[src/rtl/seg7_pkg.sv]
// seg7_pkg: 7-segment patterns (a..g, 1 = lit), scan states and the nibble encoder
package seg7_pkg;
    localparam logic [6:0] SEG_0     = 7'h3F;
    localparam logic [6:0] SEG_1     = 7'h06;
    localparam logic [6:0] SEG_2     = 7'h5B;
    localparam logic [6:0] SEG_3     = 7'h4F;
    localparam logic [6:0] SEG_4     = 7'h66;
    localparam logic [6:0] SEG_5     = 7'h6D;
    localparam logic [6:0] SEG_6     = 7'h7D;
    localparam logic [6:0] SEG_7     = 7'h07;
    localparam logic [6:0] SEG_8     = 7'h7F;
    localparam logic [6:0] SEG_9     = 7'h67;
    localparam logic [6:0] SEG_DASH  = 7'h40;
    localparam logic [6:0] SEG_BLANK = 7'h00;

    typedef enum logic [1:0] {OFF, GUARD, SHOW} scan_state_t;

    function automatic logic [6:0] seg7_encode(input logic [3:0] nib);
        case (nib)
            4'd0:    return SEG_0;
            4'd1:    return SEG_1;
            4'd2:    return SEG_2;
            4'd3:    return SEG_3;
            4'd4:    return SEG_4;
            4'd5:    return SEG_5;
            4'd6:    return SEG_6;
            4'd7:    return SEG_7;
            4'd8:    return SEG_8;
            4'd9:    return SEG_9;
            default: return SEG_DASH;
        endcase
    endfunction
endpackage

[src/rtl/seg7_nibble_dec.sv]
// seg7_nibble_dec: combinational nibble to active-high a..g pattern, non-BCD shown as a dash
module seg7_nibble_dec
    import seg7_pkg::*;
(
    input  logic [3:0] nib,
    output logic [6:0] seg
);
    assign seg = seg7_encode(nib);
endmodule

[src/rtl/seg7_scan_driver.sv]
// seg7_scan_driver: time-multiplexed N-digit BCD to 7-segment driver with inter-digit blanking guard
// Define SEG7_LZB_EN to enable leading-zero blanking.
module seg7_scan_driver
    import seg7_pkg::*;
#(
    parameter int NUM_DIGITS   = 4,
    parameter int PRESCALE     = 50000,
    parameter int BLANK_CYCLES = 8,
    parameter int SEG_ACT_LOW  = 1,
    parameter int AN_ACT_LOW   = 1
)(
    input  logic                    clk,
    input  logic                    rst,
    input  logic                    en,
    input  logic                    load,
    input  logic [4*NUM_DIGITS-1:0] bcd_in,
    output logic [6:0]              seg_o,
    output logic [NUM_DIGITS-1:0]   an_o,
    output logic                    frame_start
);
    localparam int IW = NUM_DIGITS > 1 ? $clog2(NUM_DIGITS) : 1;
    localparam int CW = $clog2((PRESCALE > BLANK_CYCLES ? PRESCALE : BLANK_CYCLES) + 1);
    localparam logic [CW-1:0] P_LAST = CW'(PRESCALE - 1);
    localparam logic [CW-1:0] G_LAST = CW'(BLANK_CYCLES > 0 ? BLANK_CYCLES - 1 : 0);
    localparam logic [IW-1:0] D_LAST = IW'(NUM_DIGITS - 1);
    localparam logic [NUM_DIGITS-1:0] AN_ONE = NUM_DIGITS'(1);
    localparam logic [6:0] SEG_INV = SEG_ACT_LOW != 0 ? 7'h7F : 7'h00;
    localparam logic [NUM_DIGITS-1:0] AN_INV = AN_ACT_LOW != 0 ? {NUM_DIGITS{1'b1}} : '0;
    localparam scan_state_t ENTRY = BLANK_CYCLES > 0 ? GUARD : SHOW;

    scan_state_t             state, n_state;
    logic [IW-1:0]           digit_idx, n_idx;
    logic [CW-1:0]           pre_cnt, n_cnt;
    logic [4*NUM_DIGITS-1:0] shadow, disp, n_shadow, n_disp;
    logic [3:0]              nib;
    logic [6:0]              pat, n_seg;
    logic [NUM_DIGITS-1:0]   n_an;
    logic                    wrap, lz;

    assign n_shadow = load ? bcd_in : shadow;
    assign wrap     = state == SHOW && pre_cnt == P_LAST && digit_idx == D_LAST;
    // disp only changes on frame boundaries (or while dark), so a frame never mixes two values
    assign n_disp   = (wrap || state == OFF) ? n_shadow : disp;

    always_comb begin
        n_state = state;
        n_idx   = digit_idx;
        n_cnt   = pre_cnt + 1'b1;
        if (!en) begin
            n_state = OFF;
            n_idx   = '0;
            n_cnt   = '0;
        end else if (state == OFF) begin
            n_state = ENTRY;
            n_idx   = '0;
            n_cnt   = '0;
        end else if (state == GUARD && pre_cnt == G_LAST) begin
            n_state = SHOW;
            n_cnt   = '0;
        end else if (state == SHOW && pre_cnt == P_LAST) begin
            n_state = ENTRY;
            n_cnt   = '0;
            n_idx   = digit_idx == D_LAST ? '0 : digit_idx + 1'b1;
        end
    end

    assign nib = 4'(n_disp >> {n_idx, 2'b00});

`ifdef SEG7_LZB_EN
    // a digit is a leading zero when it and every nibble above it are zero
    assign lz = n_idx != '0 && (n_disp >> {n_idx, 2'b00}) == '0;
`else
    assign lz = 1'b0;
`endif

    seg7_nibble_dec u_dec (
        .nib (nib),
        .seg (pat)
    );

    assign n_seg = (n_state == OFF || lz) ? SEG_BLANK : pat;
    assign n_an  = n_state == SHOW ? AN_ONE << n_idx : '0;

    // outputs are registered from next-state values so they stay aligned with the FSM
    always_ff @(posedge clk or posedge rst) begin
        if (rst) begin
            state       <= OFF;
            digit_idx   <= '0;
            pre_cnt     <= '0;
            shadow      <= '0;
            disp        <= '0;
            seg_o       <= SEG_INV;
            an_o        <= AN_INV;
            frame_start <= 1'b0;
        end else begin
            state       <= n_state;
            digit_idx   <= n_idx;
            pre_cnt     <= n_cnt;
            shadow      <= n_shadow;
            disp        <= n_disp;
            seg_o       <= n_seg ^ SEG_INV;
            an_o        <= n_an ^ AN_INV;
            frame_start <= n_state == SHOW && n_idx == '0 && n_cnt == '0;
        end
    end
endmodule

[config.mk]
export PLATFORM = sky130hd
export DESIGN_NAME = seg7_scan_driver
export DESIGN_NICKNAME = d
export VERILOG_FILES = /design/src/rtl/seg7_pkg.sv /design/src/rtl/seg7_nibble_dec.sv /design/src/rtl/seg7_scan_driver.sv
export SDC_FILE = /design/constraint.sdc
export NUM_CORES = 1
export LEC_CHECK = 0
export CAP_MARGIN = 20
export CORE_ASPECT_RATIO = 1.5
export CORE_UTILIZATION = 35
export CTS_CLUSTER_SIZE = 24
export DETAILED_ROUTE_END_ITERATION = 10
export GPL_TIMING_DRIVEN = 0
export SLEW_MARGIN = 30
export SYNTH_ARGS = -nofsm -noshare
export SYNTH_HDL_FRONTEND = slang
export SYNTH_SLANG_ARGS = --single-unit
export TNS_END_PERCENT = 50
[constraint.sdc]
create_clock -name clk -period 3.6 [get_ports clk]
set_input_delay 0.72 -clock clk [delete_from_list [all_inputs] [get_ports clk]]
set_output_delay 0.72 -clock clk [all_outputs]
set_load 0.01 [all_outputs]
==> key figures <==
Timing
  – Peak Freq: about 0.29 GHz
  – Setup repair after global routing missed its margin: no
  – Clk_skew: 5.52 ps
  – Post-layout minimum cycle time: about 3500 ps
  – Pins Over Slew Limit: 0
  – Hold violation count in the final report: 0
  – Final setup violation count: 0
  – Normalized max-slew margin: a little under three fifths
  – Final-layout worst hold slack: 490 ps
  – Period utilization: 95.9%
  – Setup WS post-layout: around 150 ps
  – Pin slew with the least headroom to its limit: about 660 ps

Routing
  – Number of design-rule violations left by the first detailed-router iteration: 135
  – Mean routed wirelength per cell: about 14 µm
  – Vias per cell: between 5 and 6
  – Total number of vias: roughly 2,300
  – DR pass1 iterations: 4
  – Wire length after detailed routing: around 6.5 mm
  – Drt drc: 0
  – Antenna-violating nets left: 0

Setup path
  – Setup CP Type: reg2reg
  – Arr. time, crit path: 3690 ps
  – Maximum net fanout on the critical path: 10
  – Capturing element type of the critical path: flop
  – Setup crit start kind: flop
  – Required @ worst endpoint: approximately 3800 ps

GRT
  – Wire length of the first global-routing pass: approximately 11 mm
  – Initial antenna violation count: 0
  – Maximum number of pins on one net before global-route repair: 39
  – Overflow after GRT: 0
  – Aggregate global-route resource usage: between 10% and 20%
  – Via count of the first global-routing pass: about 2,400

Yosys
  – Leading register cell type out of synthesis: sky130_fd_sc_hd__dfrtp_1
  – Count of flip-flops with a built-in enable after synthesis: 0
  – Mapped Cells: 294
  – Synth Register Bits: between 60 and 70
  – Ys Warns: 0
  – Most instantiated library cell after synthesis: sky130_fd_sc_hd__dfrtp_1
  – Top cells by area in the synthesized netlist: sky130_fd_sc_hd__dfrtp_1, sky130_fd_sc_hd__dfstp_2, sky130_fd_sc_hd__mux2_2
  – Post-synth cell types: 58
  – Fraction of synthesized cell area taken by the top area cell type: about 41%
  – Portion of the post-synthesis area used by sequential elements: 49.4%
  – List of most frequent post-synthesis cells: sky130_fd_sc_hd__dfrtp_1, sky130_fd_sc_hd__nor2_1, sky130_fd_sc_hd__mux2_2
  – Synthesized Nets: approximately 320
  – Post-synth ARST share: 100%
  – Post-synth design cell area: between 3000 and 4000 µm²
  – Mean instance size in the synthesized netlist: between 10 and 15 µm²
  – Leading area contributor after synthesis: sky130_fd_sc_hd__dfrtp_1

Place
  – Pre-CTS setup slack: -122 ps
  – Final GP Congestion: between 0.7 and 0.8
  – HPWL Detailed: 4.79 mm
  – Placed cell count: roughly 430
  – Port bufs: 29

Clocking
  – # hold bufs at CTS: 0
  – Clock root buffer: sky130_fd_sc_hd__clkbuf_16
  – Clock tree buffer depth: 2
  – H-tree levels: 3
  – Clock slew seen by the registers of the worst setup and hold paths: around 50 ps
  – Clock latency on the worst-skew pair: ~330 ps
  – Clock Sinks: between 60 and 70
  – Number of buffers created by CTS: 9
  – CTS tree: yes

Min path
  – Min-delay worst type: reg2reg

Layout
  – Share of layout cells above drive strength 1: about 25%
  – Relative area change from synthesis to final layout: 25.3%
  – Number of nets in the layout: 363
  – Share of the core filled with cells in the final layout: 45.9%
  – Fill cells: 872
  – Fin cells: 451
  – Diode count: 0

Floorplan
  – Row cnt: 42
  – Die Ht: roughly 120 µm
  – I/O pin total: 32
  – Starting density of the core: 36.6%
  – Die Wd: 81.0 µm
  – Standard cell core area: 8930 µm²
  – Die outline area: 9750 µm²

Flow run
  – Max-cap check violation count: 0

Outcome
  – Result of the run: finished clean

Pwr
  – Final total power: 2.00 mW
  – Static leakage: roughly 1.7 nW
  – Power density normalized to cell area: ~500 nW/µm²
  – Worst vdd ir: approximately 0.44 mV
-- metrics by stage --
step | instance area [µm²] | TNS, ps
2_1_floorplan | 3270 | 0
3_3_place_gp | 3700 | -195
3_5_place_dp | 3720 | -336
4_1_cts | 4060 | 0
5_1_grt | 4100 | 0
6_report | 4100 | 0
-- cell usage in the layout (no fill, tap or decap), types with 3 or more instances in the layout --
cell type                         netlist  layout
sky130_fd_sc_hd__xor2_1                 7       7
sky130_fd_sc_hd__inv_1                 13      12
sky130_fd_sc_hd__clkbuf_16              0       9
sky130_fd_sc_hd__buf_2                  4       4
sky130_fd_sc_hd__mux2_4                 3       3
sky130_fd_sc_hd__mux2i_1               12      10
sky130_fd_sc_hd__a211oi_1               3       3
sky130_fd_sc_hd__nand3_1               14      14
sky130_fd_sc_hd__mux2_2                23      23
sky130_fd_sc_hd__and3_1                 3       3
sky130_fd_sc_hd__dfstp_2               11      11
sky130_fd_sc_hd__a21oi_1                7       7
sky130_fd_sc_hd__nor4_1                 3       3
sky130_fd_sc_hd__and2_1                 4       4
sky130_fd_sc_hd__clkbuf_1               6       6
sky130_fd_sc_hd__o21ai_0                5       5
sky130_fd_sc_hd__nor2_1                38      38
sky130_fd_sc_hd__xnor2_1                7       7
sky130_fd_sc_hd__nand2_1               13      13
sky130_fd_sc_hd__dfrtp_1               53      53
sky130_fd_sc_hd__nor3_1                 6       5
sky130_fd_sc_hd__clkdlybuf4s50_1        0      29
sky130_fd_sc_hd__o211ai_1               4       4
sky130_fd_sc_hd__ha_1                   7       7
-- logic make-up after synthesis --
group                    Yosys count  share of synthesized area [%]
multiplexers                      41                           14.1
adder cells (fa/ha/maj)            7                           2.68
AND/OR/NAND/NOR                   97                           14.8
buffers and inverters             29                           4.43
AO/OA/AOI/OAI                     42                           10.9
flip-flops                        64                           49.4
XOR/XNOR                          14                           3.75
-- power by group --
group	leakage, nW	total [mW]	switching, mW	internal, mW
logic	0.751	0.256	0.132	0.124
clock network	0.165	0.948	0.306	0.642
registers	0.778	0.801	0.0167	0.785
total	1.70	2.00	0.455	1.55
-- layer usage --
layer	share of wire (%)	GRT usage, %	vias up
li1	-	-	1120
met1	38	15.4	1136
met2	58	29.5	23
met3	2.3	3.92	5
met4	1.3	5.69	0
met5	0	0	-
-- registers in the layout (all words and copies together), names as in the netlist --
name         cells
an_o             4
digit_idx        2
disp            16
frame_start      1
pre_cnt         16
seg_o            7
shadow          16
state            2
-- path summary, 6_finish.rpt --
kind | startpoint | endpoint | slack (ps) | cells past startpoint
min in group asynchronous | rst | frame_start | 780 | 2
worst min register to register | disp[12] | disp[12] | 490 | 2
worst max register to register | pre_cnt[5] | seg_o[3] | 150 | 12
worst min-delay path | disp[12] | disp[12] | 490 | 2
worst max-delay path | pre_cnt[5] | seg_o[3] | 150 | 12
max in group asynchronous | rst | an_o[3] | 2250 | 3
-- layout make-up --
class,count,area (µm²),area share [%]
inverter,15,73.8,1.80
tap,110,138,3.36
sequential,64,1620,39.4
buffer,14,73.8,1.80
multi-input combinational,201,1550,37.8
timing repair buffer,31,318,7.75
clock buffer,11,253,6.16
clock inverter,5,78.8,1.92
-- worst max-delay path, stage by stage (launching register included) --
cell                       delay (ps)
sky130_fd_sc_hd__dfrtp_1          460
sky130_fd_sc_hd__or4_4            580
sky130_fd_sc_hd__nor4_4           270
sky130_fd_sc_hd__buf_4            190
sky130_fd_sc_hd__a21oi_1          100
sky130_fd_sc_hd__a31oi_4          300
sky130_fd_sc_hd__inv_4            150
sky130_fd_sc_hd__mux2i_4          220
sky130_fd_sc_hd__mux2i_4          270
sky130_fd_sc_hd__inv_1            130
sky130_fd_sc_hd__ha_1             300
sky130_fd_sc_hd__and2_1           150
sky130_fd_sc_hd__o311ai_2         240
-- what timing repair did --
action                                  4_1_cts  5_1_grt
endpoints found under the setup margin        6        5
setup buffers                                 0        1
gates resized for setup                       2        4
pin swaps                                     0        1
No activity file was read; power rests on OpenSTA's default activity.
